$ cat config.mk
export PLATFORM = sky130hd
export DESIGN_NAME = aes_sbox_flat
export DESIGN_NICKNAME = d
export VERILOG_FILES = /design/src/rtl/aes_sbox_pkg.sv /design/src/rtl/aes_sbox_if.sv /design/src/rtl/aes_sbox.sv /design/src/flat_wrapper.sv
export SDC_FILE = /design/constraint.sdc
export NUM_CORES = 1
export LEC_CHECK = 0
export BUFFER_PORTS_ARGS = -buffer_cell sky130_fd_sc_hd__buf_2
export CAP_MARGIN = 10
export CORE_UTILIZATION = 45
export DETAILED_ROUTE_END_ITERATION = 16
export MAX_ROUTING_LAYER = met4
export PLACE_DENSITY = 0.74
export SLEW_MARGIN = 25
export SYNTH_ARGS = -nofsm -noshare
export SYNTH_HDL_FRONTEND = slang
export SYNTH_SLANG_ARGS = --single-unit
$ cat constraint.sdc
create_clock -name clk -period 2.8 [get_ports clk]
set_input_delay 0.56 -clock clk [delete_from_list [all_inputs] [get_ports clk]]
set_output_delay 0.56 -clock clk [all_outputs]
set_load 0.02 [all_outputs]
$ cat src/rtl/aes_sbox_pkg.sv
// aes_pkg: shared types and constants for the AES byte-substitution block.
// Contents:
//   aes_byte_t          8-bit data byte
//   AES_SBOX            forward S-box, 256 entries, indexed by input byte
//   AES_INV_SBOX        inverse S-box, present only when AES_SBOX_INV_EN is defined
//   AES_SBOX_AFFINE_C   affine-transform constant of the forward S-box
// Optional feature macro: AES_SBOX_INV_EN
package aes_pkg;

  typedef logic [7:0] aes_byte_t;

  localparam aes_byte_t AES_SBOX_AFFINE_C = 8'h63;

  // Row r, column c holds SBOX[16*r + c].
  localparam aes_byte_t AES_SBOX [256] = '{
    8'h63, 8'h7c, 8'h77, 8'h7b, 8'hf2, 8'h6b, 8'h6f, 8'hc5, 8'h30, 8'h01, 8'h67, 8'h2b, 8'hfe, 8'hd7, 8'hab, 8'h76,
    8'hca, 8'h82, 8'hc9, 8'h7d, 8'hfa, 8'h59, 8'h47, 8'hf0, 8'had, 8'hd4, 8'ha2, 8'haf, 8'h9c, 8'ha4, 8'h72, 8'hc0,
    8'hb7, 8'hfd, 8'h93, 8'h26, 8'h36, 8'h3f, 8'hf7, 8'hcc, 8'h34, 8'ha5, 8'he5, 8'hf1, 8'h71, 8'hd8, 8'h31, 8'h15,
    8'h04, 8'hc7, 8'h23, 8'hc3, 8'h18, 8'h96, 8'h05, 8'h9a, 8'h07, 8'h12, 8'h80, 8'he2, 8'heb, 8'h27, 8'hb2, 8'h75,
    8'h09, 8'h83, 8'h2c, 8'h1a, 8'h1b, 8'h6e, 8'h5a, 8'ha0, 8'h52, 8'h3b, 8'hd6, 8'hb3, 8'h29, 8'he3, 8'h2f, 8'h84,
    8'h53, 8'hd1, 8'h00, 8'hed, 8'h20, 8'hfc, 8'hb1, 8'h5b, 8'h6a, 8'hcb, 8'hbe, 8'h39, 8'h4a, 8'h4c, 8'h58, 8'hcf,
    8'hd0, 8'hef, 8'haa, 8'hfb, 8'h43, 8'h4d, 8'h33, 8'h85, 8'h45, 8'hf9, 8'h02, 8'h7f, 8'h50, 8'h3c, 8'h9f, 8'ha8,
    8'h51, 8'ha3, 8'h40, 8'h8f, 8'h92, 8'h9d, 8'h38, 8'hf5, 8'hbc, 8'hb6, 8'hda, 8'h21, 8'h10, 8'hff, 8'hf3, 8'hd2,
    8'hcd, 8'h0c, 8'h13, 8'hec, 8'h5f, 8'h97, 8'h44, 8'h17, 8'hc4, 8'ha7, 8'h7e, 8'h3d, 8'h64, 8'h5d, 8'h19, 8'h73,
    8'h60, 8'h81, 8'h4f, 8'hdc, 8'h22, 8'h2a, 8'h90, 8'h88, 8'h46, 8'hee, 8'hb8, 8'h14, 8'hde, 8'h5e, 8'h0b, 8'hdb,
    8'he0, 8'h32, 8'h3a, 8'h0a, 8'h49, 8'h06, 8'h24, 8'h5c, 8'hc2, 8'hd3, 8'hac, 8'h62, 8'h91, 8'h95, 8'he4, 8'h79,
    8'he7, 8'hc8, 8'h37, 8'h6d, 8'h8d, 8'hd5, 8'h4e, 8'ha9, 8'h6c, 8'h56, 8'hf4, 8'hea, 8'h65, 8'h7a, 8'hae, 8'h08,
    8'hba, 8'h78, 8'h25, 8'h2e, 8'h1c, 8'ha6, 8'hb4, 8'hc6, 8'he8, 8'hdd, 8'h74, 8'h1f, 8'h4b, 8'hbd, 8'h8b, 8'h8a,
    8'h70, 8'h3e, 8'hb5, 8'h66, 8'h48, 8'h03, 8'hf6, 8'h0e, 8'h61, 8'h35, 8'h57, 8'hb9, 8'h86, 8'hc1, 8'h1d, 8'h9e,
    8'he1, 8'hf8, 8'h98, 8'h11, 8'h69, 8'hd9, 8'h8e, 8'h94, 8'h9b, 8'h1e, 8'h87, 8'he9, 8'hce, 8'h55, 8'h28, 8'hdf,
    8'h8c, 8'ha1, 8'h89, 8'h0d, 8'hbf, 8'he6, 8'h42, 8'h68, 8'h41, 8'h99, 8'h2d, 8'h0f, 8'hb0, 8'h54, 8'hbb, 8'h16
  };

`ifdef AES_SBOX_INV_EN
  // Kept behind the macro so the forward-only build carries no inverse table.
  localparam aes_byte_t AES_INV_SBOX [256] = '{
    8'h52, 8'h09, 8'h6a, 8'hd5, 8'h30, 8'h36, 8'ha5, 8'h38, 8'hbf, 8'h40, 8'ha3, 8'h9e, 8'h81, 8'hf3, 8'hd7, 8'hfb,
    8'h7c, 8'he3, 8'h39, 8'h82, 8'h9b, 8'h2f, 8'hff, 8'h87, 8'h34, 8'h8e, 8'h43, 8'h44, 8'hc4, 8'hde, 8'he9, 8'hcb,
    8'h54, 8'h7b, 8'h94, 8'h32, 8'ha6, 8'hc2, 8'h23, 8'h3d, 8'hee, 8'h4c, 8'h95, 8'h0b, 8'h42, 8'hfa, 8'hc3, 8'h4e,
    8'h08, 8'h2e, 8'ha1, 8'h66, 8'h28, 8'hd9, 8'h24, 8'hb2, 8'h76, 8'h5b, 8'ha2, 8'h49, 8'h6d, 8'h8b, 8'hd1, 8'h25,
    8'h72, 8'hf8, 8'hf6, 8'h64, 8'h86, 8'h68, 8'h98, 8'h16, 8'hd4, 8'ha4, 8'h5c, 8'hcc, 8'h5d, 8'h65, 8'hb6, 8'h92,
    8'h6c, 8'h70, 8'h48, 8'h50, 8'hfd, 8'hed, 8'hb9, 8'hda, 8'h5e, 8'h15, 8'h46, 8'h57, 8'ha7, 8'h8d, 8'h9d, 8'h84,
    8'h90, 8'hd8, 8'hab, 8'h00, 8'h8c, 8'hbc, 8'hd3, 8'h0a, 8'hf7, 8'he4, 8'h58, 8'h05, 8'hb8, 8'hb3, 8'h45, 8'h06,
    8'hd0, 8'h2c, 8'h1e, 8'h8f, 8'hca, 8'h3f, 8'h0f, 8'h02, 8'hc1, 8'haf, 8'hbd, 8'h03, 8'h01, 8'h13, 8'h8a, 8'h6b,
    8'h3a, 8'h91, 8'h11, 8'h41, 8'h4f, 8'h67, 8'hdc, 8'hea, 8'h97, 8'hf2, 8'hcf, 8'hce, 8'hf0, 8'hb4, 8'he6, 8'h73,
    8'h96, 8'hac, 8'h74, 8'h22, 8'he7, 8'had, 8'h35, 8'h85, 8'he2, 8'hf9, 8'h37, 8'he8, 8'h1c, 8'h75, 8'hdf, 8'h6e,
    8'h47, 8'hf1, 8'h1a, 8'h71, 8'h1d, 8'h29, 8'hc5, 8'h89, 8'h6f, 8'hb7, 8'h62, 8'h0e, 8'haa, 8'h18, 8'hbe, 8'h1b,
    8'hfc, 8'h56, 8'h3e, 8'h4b, 8'hc6, 8'hd2, 8'h79, 8'h20, 8'h9a, 8'hdb, 8'hc0, 8'hfe, 8'h78, 8'hcd, 8'h5a, 8'hf4,
    8'h1f, 8'hdd, 8'ha8, 8'h33, 8'h88, 8'h07, 8'hc7, 8'h31, 8'hb1, 8'h12, 8'h10, 8'h59, 8'h27, 8'h80, 8'hec, 8'h5f,
    8'h60, 8'h51, 8'h7f, 8'ha9, 8'h19, 8'hb5, 8'h4a, 8'h0d, 8'h2d, 8'he5, 8'h7a, 8'h9f, 8'h93, 8'hc9, 8'h9c, 8'hef,
    8'ha0, 8'he0, 8'h3b, 8'h4d, 8'hae, 8'h2a, 8'hf5, 8'hb0, 8'hc8, 8'heb, 8'hbb, 8'h3c, 8'h83, 8'h53, 8'h99, 8'h61,
    8'h17, 8'h2b, 8'h04, 8'h7e, 8'hba, 8'h77, 8'hd6, 8'h26, 8'he1, 8'h69, 8'h14, 8'h63, 8'h55, 8'h21, 8'h0c, 8'h7d
  };
`endif

endpackage

$ cat src/rtl/aes_sbox_if.sv
// aes_sbox_if: byte-substitution request/result bundle.
// Signals:
//   in_valid  request carries a byte this cycle
//   b         input byte
//   inv       1 = inverse S-box (only when AES_SBOX_INV_EN is defined)
//   out_valid result register holds a value from a valid request
//   b_        registered substituted byte
// Modports: master drives requests, slave is the S-box.
interface aes_sbox_if;
  import aes_pkg::*;

  logic      in_valid;
  aes_byte_t b;
`ifdef AES_SBOX_INV_EN
  logic      inv;
`endif
  logic      out_valid;
  aes_byte_t b_;

`ifdef AES_SBOX_INV_EN
  modport master (output in_valid, output b, output inv, input out_valid, input b_);
  modport slave  (input in_valid, input b, input inv, output out_valid, output b_);
`else
  modport master (output in_valid, output b, input out_valid, input b_);
  modport slave  (input in_valid, input b, output out_valid, output b_);
`endif

endinterface

$ cat src/rtl/aes_sbox.sv
// aes_sbox: registered AES SubBytes substitution, one byte per cycle,
// one-cycle latency, no backpressure.
// Ports:
//   clk  system clock, rising edge
//   rst  synchronous active-high reset
//   bus  aes_sbox_if.slave (in_valid, b, [inv], out_valid, b_)
// Parameter RESET_VAL: value of b_ after reset.
// Optional feature macro: AES_SBOX_INV_EN adds the inv select for the inverse S-box.
module aes_sbox
  import aes_pkg::*;
#(
  parameter aes_byte_t RESET_VAL = 8'h00
) (
  input  logic        clk,
  input  logic        rst,
  aes_sbox_if.slave   bus
);

  aes_byte_t sub_d;
  aes_byte_t b_q;
  logic      valid_q;

  // Pure table lookup straight into the register D input.
  always_comb begin
`ifdef AES_SBOX_INV_EN
    sub_d = bus.inv ? AES_INV_SBOX[bus.b] : AES_SBOX[bus.b];
`else
    sub_d = AES_SBOX[bus.b];
`endif
  end

  always_ff @(posedge clk) begin
    if (rst) begin
      valid_q <= 1'b0;
      b_q     <= RESET_VAL;
    end else begin
      valid_q <= bus.in_valid;
      if (bus.in_valid) begin
        b_q <= sub_d;
      end
    end
  end

  assign bus.out_valid = valid_q;
  assign bus.b_        = b_q;

endmodule

$ cat src/flat_wrapper.sv
// flat-port wrapper written by rule: the top's interface ports become plain ports
module aes_sbox_flat import aes_pkg::*;
#(
  parameter aes_byte_t RESET_VAL = 8'h00
)
  (clk, rst, bus_in_valid, bus_b, bus_out_valid, bus_b_);
  aes_sbox_if bus_i ();
  input  logic clk;
  input  logic rst;
  input wire logic [$bits(bus_i.in_valid)-1:0] bus_in_valid;
  input wire logic [$bits(bus_i.b)-1:0] bus_b;
  output wire logic [$bits(bus_i.out_valid)-1:0] bus_out_valid;
  output wire logic [$bits(bus_i.b_)-1:0] bus_b_;
  assign bus_i.in_valid = bus_in_valid;
  assign bus_i.b = bus_b;
  assign bus_out_valid = bus_i.out_valid;
  assign bus_b_ = bus_i.b_;
  aes_sbox #(.RESET_VAL(RESET_VAL)) u_core (.clk(clk), .rst(rst), .bus(bus_i));
endmodule
Yosys cells after proc, flatten, opt, wreduce, memory -nomap -nowiden
Memories as Yosys holds them, arrays and structs flattened. A register that Yosys moved wholly into a read port is not among the register bits.
Cells that the tools add are included.
{ "classes": {"n_shift": 0, "div_mod_pow": 0, "bitwise_logic": 1, "multipliers": 0, "order_cmp": 0, "eq_ne": 0, "addsub": 0, "mux": 0, "reduce_logical": 0} }
{ "op_table": {"columns": ["op", "n"], "rows": [
  ["$not 8->9", 1]
]} }
{ "totals": {"memories": 1, "latch_bits": 0, "regBits": 1, "output_inout_bits": 9, "ram_bits": 0, "input_bits": 11, "elab_cells": 3, "romBits": 2048} }
{ "memory_table": {"columns": ["memory", "depth", "width", "rd", "rd_ports_with_merged_regs", "wr", "line_no", "rtl"], "rows": [
  ["(name not given)", 256, 8, 1, 1, 0, "aes_sbox.sv:28", "sub_d = AES_SBOX[bus.b];"]
]} }

Logic depth before layout (Yosys ltp)
{ "logic_depth": {"ltp_word": 1, "mapped_depth": 12, "mapped_depth_nobuf": 8} }

Worst setup path before layout
OpenSTA, ideal clock, no wires.
{ "synth_timing": {"path_kind": "input port to flip-flop", "start": "input port bus_b[1]", "end": "register u_core.b_q[1] (netlist: u_core.bus.b_[1])", "cell_stages": 11, "n_path_buf": 3, "slack_ps": 31, "required_ps": 2684, "t_arrival_ps": 2653, "setup_time_ps": 116, "cell_sequence": "buf_2 inv_1 ha_1 buf_2 or2_2 buf_2 nand3_1 o2111a_1 or3_1 a311o_1 and3_1"} }
{ "synth_between": {"elab_chain_len": 1} }
{ "synth_rtl": {"columns": ["element", "line_no", "rtl"], "rows": [
  ["from (decl)", "flat_wrapper.sv:11", "input wire logic [$bits(bus_i.b)-1:0] bus_b;"],
  ["$not 8->9 (implied by the code)", "aes_sbox.sv:28", null],
  ["to (decl)", "aes_sbox.sv:20", "aes_byte_t b_q;"]
]} }
No other way between the ends.
A chain may end at the register's enable or synchronous reset.

Final worst setup path
{ "layout_timing": {"start": "input port bus_b[1]", "end": "register u_core.b_q[5] (netlist: u_core.bus.b_[5])"} }
The elaborated chain is that of the path after synthesis.

==> metrics.json <==
{
  "run_status": "finished clean",
  "power-per-cell-area_nw_per_um2": 252,
  "worst_pin_slew_ns": 0.632,
  "p_total_mw": 1.15,
  "synthesis.area_um2": 3830,
  "worst_setup_path_end_kind": "flop",
  "min-delay-start": "u_core.bus.b_[3]",
  "max_cap_viol_count": 0,
  "drcViolationCount": 0,
  "fmaxAchievable_mhz": 365,
  "fin_crit_sh": 0.979,
  "setup.reg_to_reg.worst_slack_ns": 1.78,
  "floorplan.die.width_um": 94.3,
  "hold_class": "reg2reg",
  "antenna_found_initial": 0,
  "grt_overflow": 0,
  "grt_usage": 0.457,
  "cp_data_required_time_ns": 2.91,
  "antenna_cells": 0,
  "synth_enable_flop_cells": 0,
  "r2r_end": "u_core.bus.b_[5]",
  "yosysUniqueCellTypes": 83,
  "synth_area_per_cell_um2": 6.67,
  "fp.dieArea_um2": 8900,
  "areaGrowthSynthToFinish_pct": 18.7,
  "post-route-cell-area_um2": 4550,
  "slew_headroom": 0.568,
  "critical_path.max_stage_delay_ns": 0.52,
  "timing.final.hold_violations": 0,
  "cp-start-kind": "primary input",
  "finish.net_count": 657,
  "slowest_stage": "sky130_fd_sc_hd__ha_1",
  "tritoncts": "yes",
  "layout.filler_cells": 802,
  "initial_utilization": 0.467,
  "cp.arrival_ns": 2.85,
  "holdBufCountCts": 0,
  "post_route_cells_drive_above_1_share": 0.252,
  "setup_viol_count_final": 0,
  "portBuffers": 19,
  "register_area_share_after_synthesis": 0.0470,
  "ff_latch_area_um2": 180,
  "multi_input_area_um2": 3190,
  "grt_pass1_wl_um": 29600,
  "regToRegStartpoint": "u_core.bus.b_[5]",
  "worstPathMaxFanout": 9,
  "initialDrtViolationCount": 1054,
  "peakVddDrop_v": 0.0000988,
  "row_cnt": 33,
  "fin_util": 0.554,
  "cts.reportedPaths.clkPinSlew_ns": 0.05,
  "worst_r2r_path_depth": 3,
  "clock_sinks": 9,
  "synthFlopType": "sky130_fd_sc_hd__dfxtp_1",
  "yosys_warnings": 0,
  "unrepaired_setup_endpoints_after_global_routing": "no",
  "drt-wirelength-per-cell_um": 26.7,
  "maximum_number_of_pins_on_one_net_before_global_route_repair": 51,
  "final_weighted_congestion_in_routability_driven_placement": 1.22,
  "routed_wire_length_um": 19600,
  "timing_worst_setup_path_type": "in2reg",
  "min_path_cells": 1,
  "post_synth_inst_count": 575,
  "grt_pass1_vias": 5108,
  "total_number_of_vias": 5496,
  "cts-resized-gates": 0,
  "drtAntennaViolNets": 0,
  "path_common_cell": "sky130_fd_sc_hd__a21oi_1",
  "top_level_ports": 20,
  "synth_fp_nets": 601,
  "holdPathEnd": "u_core.bus.b_[3]",
  "root_buffer_selected_by_cts": "sky130_fd_sc_hd__clkbuf_8",
  "synthArstFlopShare": 0,
  "design.core.area_um2": 8220,
  "clock_tree.buffer_depth": 2,
  "crit_chain": "buf_2, inv_1, buf_4, ha_1, a21oi_1, mux4_2, nand3_1, a21oi_1, or4_1",
  "total_leakage_power_nw": 1.81,
  "chipHeight_um": 94.3,
  "htree_levels": 1,
  "synth-seq-cells": 9,
  "placedInstanceArea_um2": 4510,
  "cts.repair_timing.setup_buffer_count": 0,
  "finClkSkew_ns": 0,
  "vias_per_cell": 7.48,
  "slew_viol_final": 0,
  "post_layout_min_period_ns": 2.74,
  "insertion_delay_to_the_later_sink_of_the_worst_skew_pair_ns": 0.23,
  "cts-buffers-inserted": 3,
  "detailed_place_hpwl_um": 14600,
  "iteration_count_of_the_initial_detailed_routing_pass": 8
}
## worst max path at each step
stage / endpoint / slack [ns] / cells after the start / start
finish: u_core.bus.b_[5] / 0.06 / 9 / bus_b[1]
CTS: u_core.bus.b_[5] / 0.14 / 9 / bus_b[1]
floorplan: u_core.bus.b_[1] / 0.03 / 11 / bus_b[1]
global route: u_core.bus.b_[5] / 0.03 / 9 / bus_b[0]
detailed placement: u_core.bus.b_[5] / -0.09 / 9 / bus_b[1]
global placement: u_core.bus.b_[5] / -0.1 / 9 / bus_b[0]
## layer usage
layer | up-vias | track usage | wire length (um)
met5 | - | - | 0
met4 | 0 | 0.262 | 1510
met3 | 157 | 0.110 | 2880
met2 | 540 | 0.658 | 8000
met1 | 2476 | 0.578 | 7240
li1 | 2323 | - | -
## stage by stage
step,TNS (ns),hold WS [ns],instances,worst slack [ns]
final,0,0.463,735,0.0597
after global routing,0,0.484,735,0.0285
after CTS,0,0.465,735,0.142
after detailed placement,-0.100,0.454,731,-0.0934
after global placement,-0.203,0.455,731,-0.100
after floorplan,0,0.523,575,0.0312
## cells by family after synthesis
logic type / share of synthesized area
buffers and inverters: 0.122
multiplexers: 0.0519
flip-flops: 0.0470
adder cells (fa/ha/maj): 0.0489
AO/OA/AOI/OAI: 0.418
AND/OR/NAND/NOR: 0.312
## worst max-delay path: cells and delay by family
kind	cells	cell delay, ns
AND/OR/NAND/NOR	2	0.61
adder cells (fa/ha/maj)	1	0.52
multiplexers	1	0.52
buffers and inverters	3	0.36
AO/OA/AOI/OAI	2	0.28
## sequential cells by signal, summed over array words and instances, names as in the netlist
register,cells
u_core.bus.b_,8
u_core.bus.out_valid,1
## placed cells by master, fill, tap and decap left out, types with 4 or more instances in the layout
cell / count
sky130_fd_sc_hd__buf_4: 103
sky130_fd_sc_hd__o21ai_0: 46
sky130_fd_sc_hd__a21oi_1: 45
sky130_fd_sc_hd__nand2_1: 42
sky130_fd_sc_hd__nor2_1: 34
sky130_fd_sc_hd__nor3_1: 30
sky130_fd_sc_hd__nand3_1: 27
sky130_fd_sc_hd__nand2b_1: 21
sky130_fd_sc_hd__buf_2: 17
sky130_fd_sc_hd__nor2b_1: 16
sky130_fd_sc_hd__a211oi_1: 16
sky130_fd_sc_hd__ha_1: 15
sky130_fd_sc_hd__o211ai_1: 13
sky130_fd_sc_hd__o311ai_0: 11
sky130_fd_sc_hd__a31oi_1: 10
sky130_fd_sc_hd__inv_1: 9
sky130_fd_sc_hd__o31ai_1: 9
sky130_fd_sc_hd__dfxtp_1: 9
sky130_fd_sc_hd__nand4_1: 8
sky130_fd_sc_hd__mux4_2: 7
sky130_fd_sc_hd__a211o_1: 6
sky130_fd_sc_hd__a221oi_1: 6
sky130_fd_sc_hd__a311oi_1: 6
sky130_fd_sc_hd__and2_1: 5
sky130_fd_sc_hd__or3_1: 5
sky130_fd_sc_hd__nor4_1: 5
sky130_fd_sc_hd__buf_12: 5
sky130_fd_sc_hd__or2_2: 4
sky130_fd_sc_hd__and3_1: 4
sky130_fd_sc_hd__o311ai_1: 4
sky130_fd_sc_hd__o2111ai_1: 4
## cells in the mapped netlist, drive strengths merged (7+ instances only)
library cell / n / area (um2)
buf: 48 / 322
inv: 10 / 37.5
o211ai: 13 / 97.6
a311oi: 7 / 67.6
nor2b: 17 / 106
nand4: 8 / 50.1
a31oi: 10 / 62.6
o31ai: 9 / 67.6
mux4: 7 / 158
a21oi: 46 / 234
nand3: 27 / 135
nand2b: 23 / 154
ha: 15 / 188
dfxtp: 9 / 180
o311ai: 16 / 148
a211oi: 16 / 120
nor2: 36 / 145
nand2: 44 / 175
o21ai: 49 / 245
nor3: 30 / 150
clkbuf: 26 / 97.6
## final cells by class
cell class | instances | area share
Tap cell | 105 | 0.0289
Sequential cell | 9 | 0.0396
Timing Repair Buffer | 125 | 0.210
Clock buffer | 4 | 0.00989
Multi-Input combinational cell | 479 | 0.700
Inverter | 13 | 0.0107
## where the power goes
group          total, mW  leakage, nW  internal, mW  switching, mW
Sequential         0.148       0.0747         0.141        0.00657
Clock              0.154       0.0228        0.0996         0.0548
Combinational      0.846         1.72         0.323          0.523
Power figures use the tool's default switching activity.
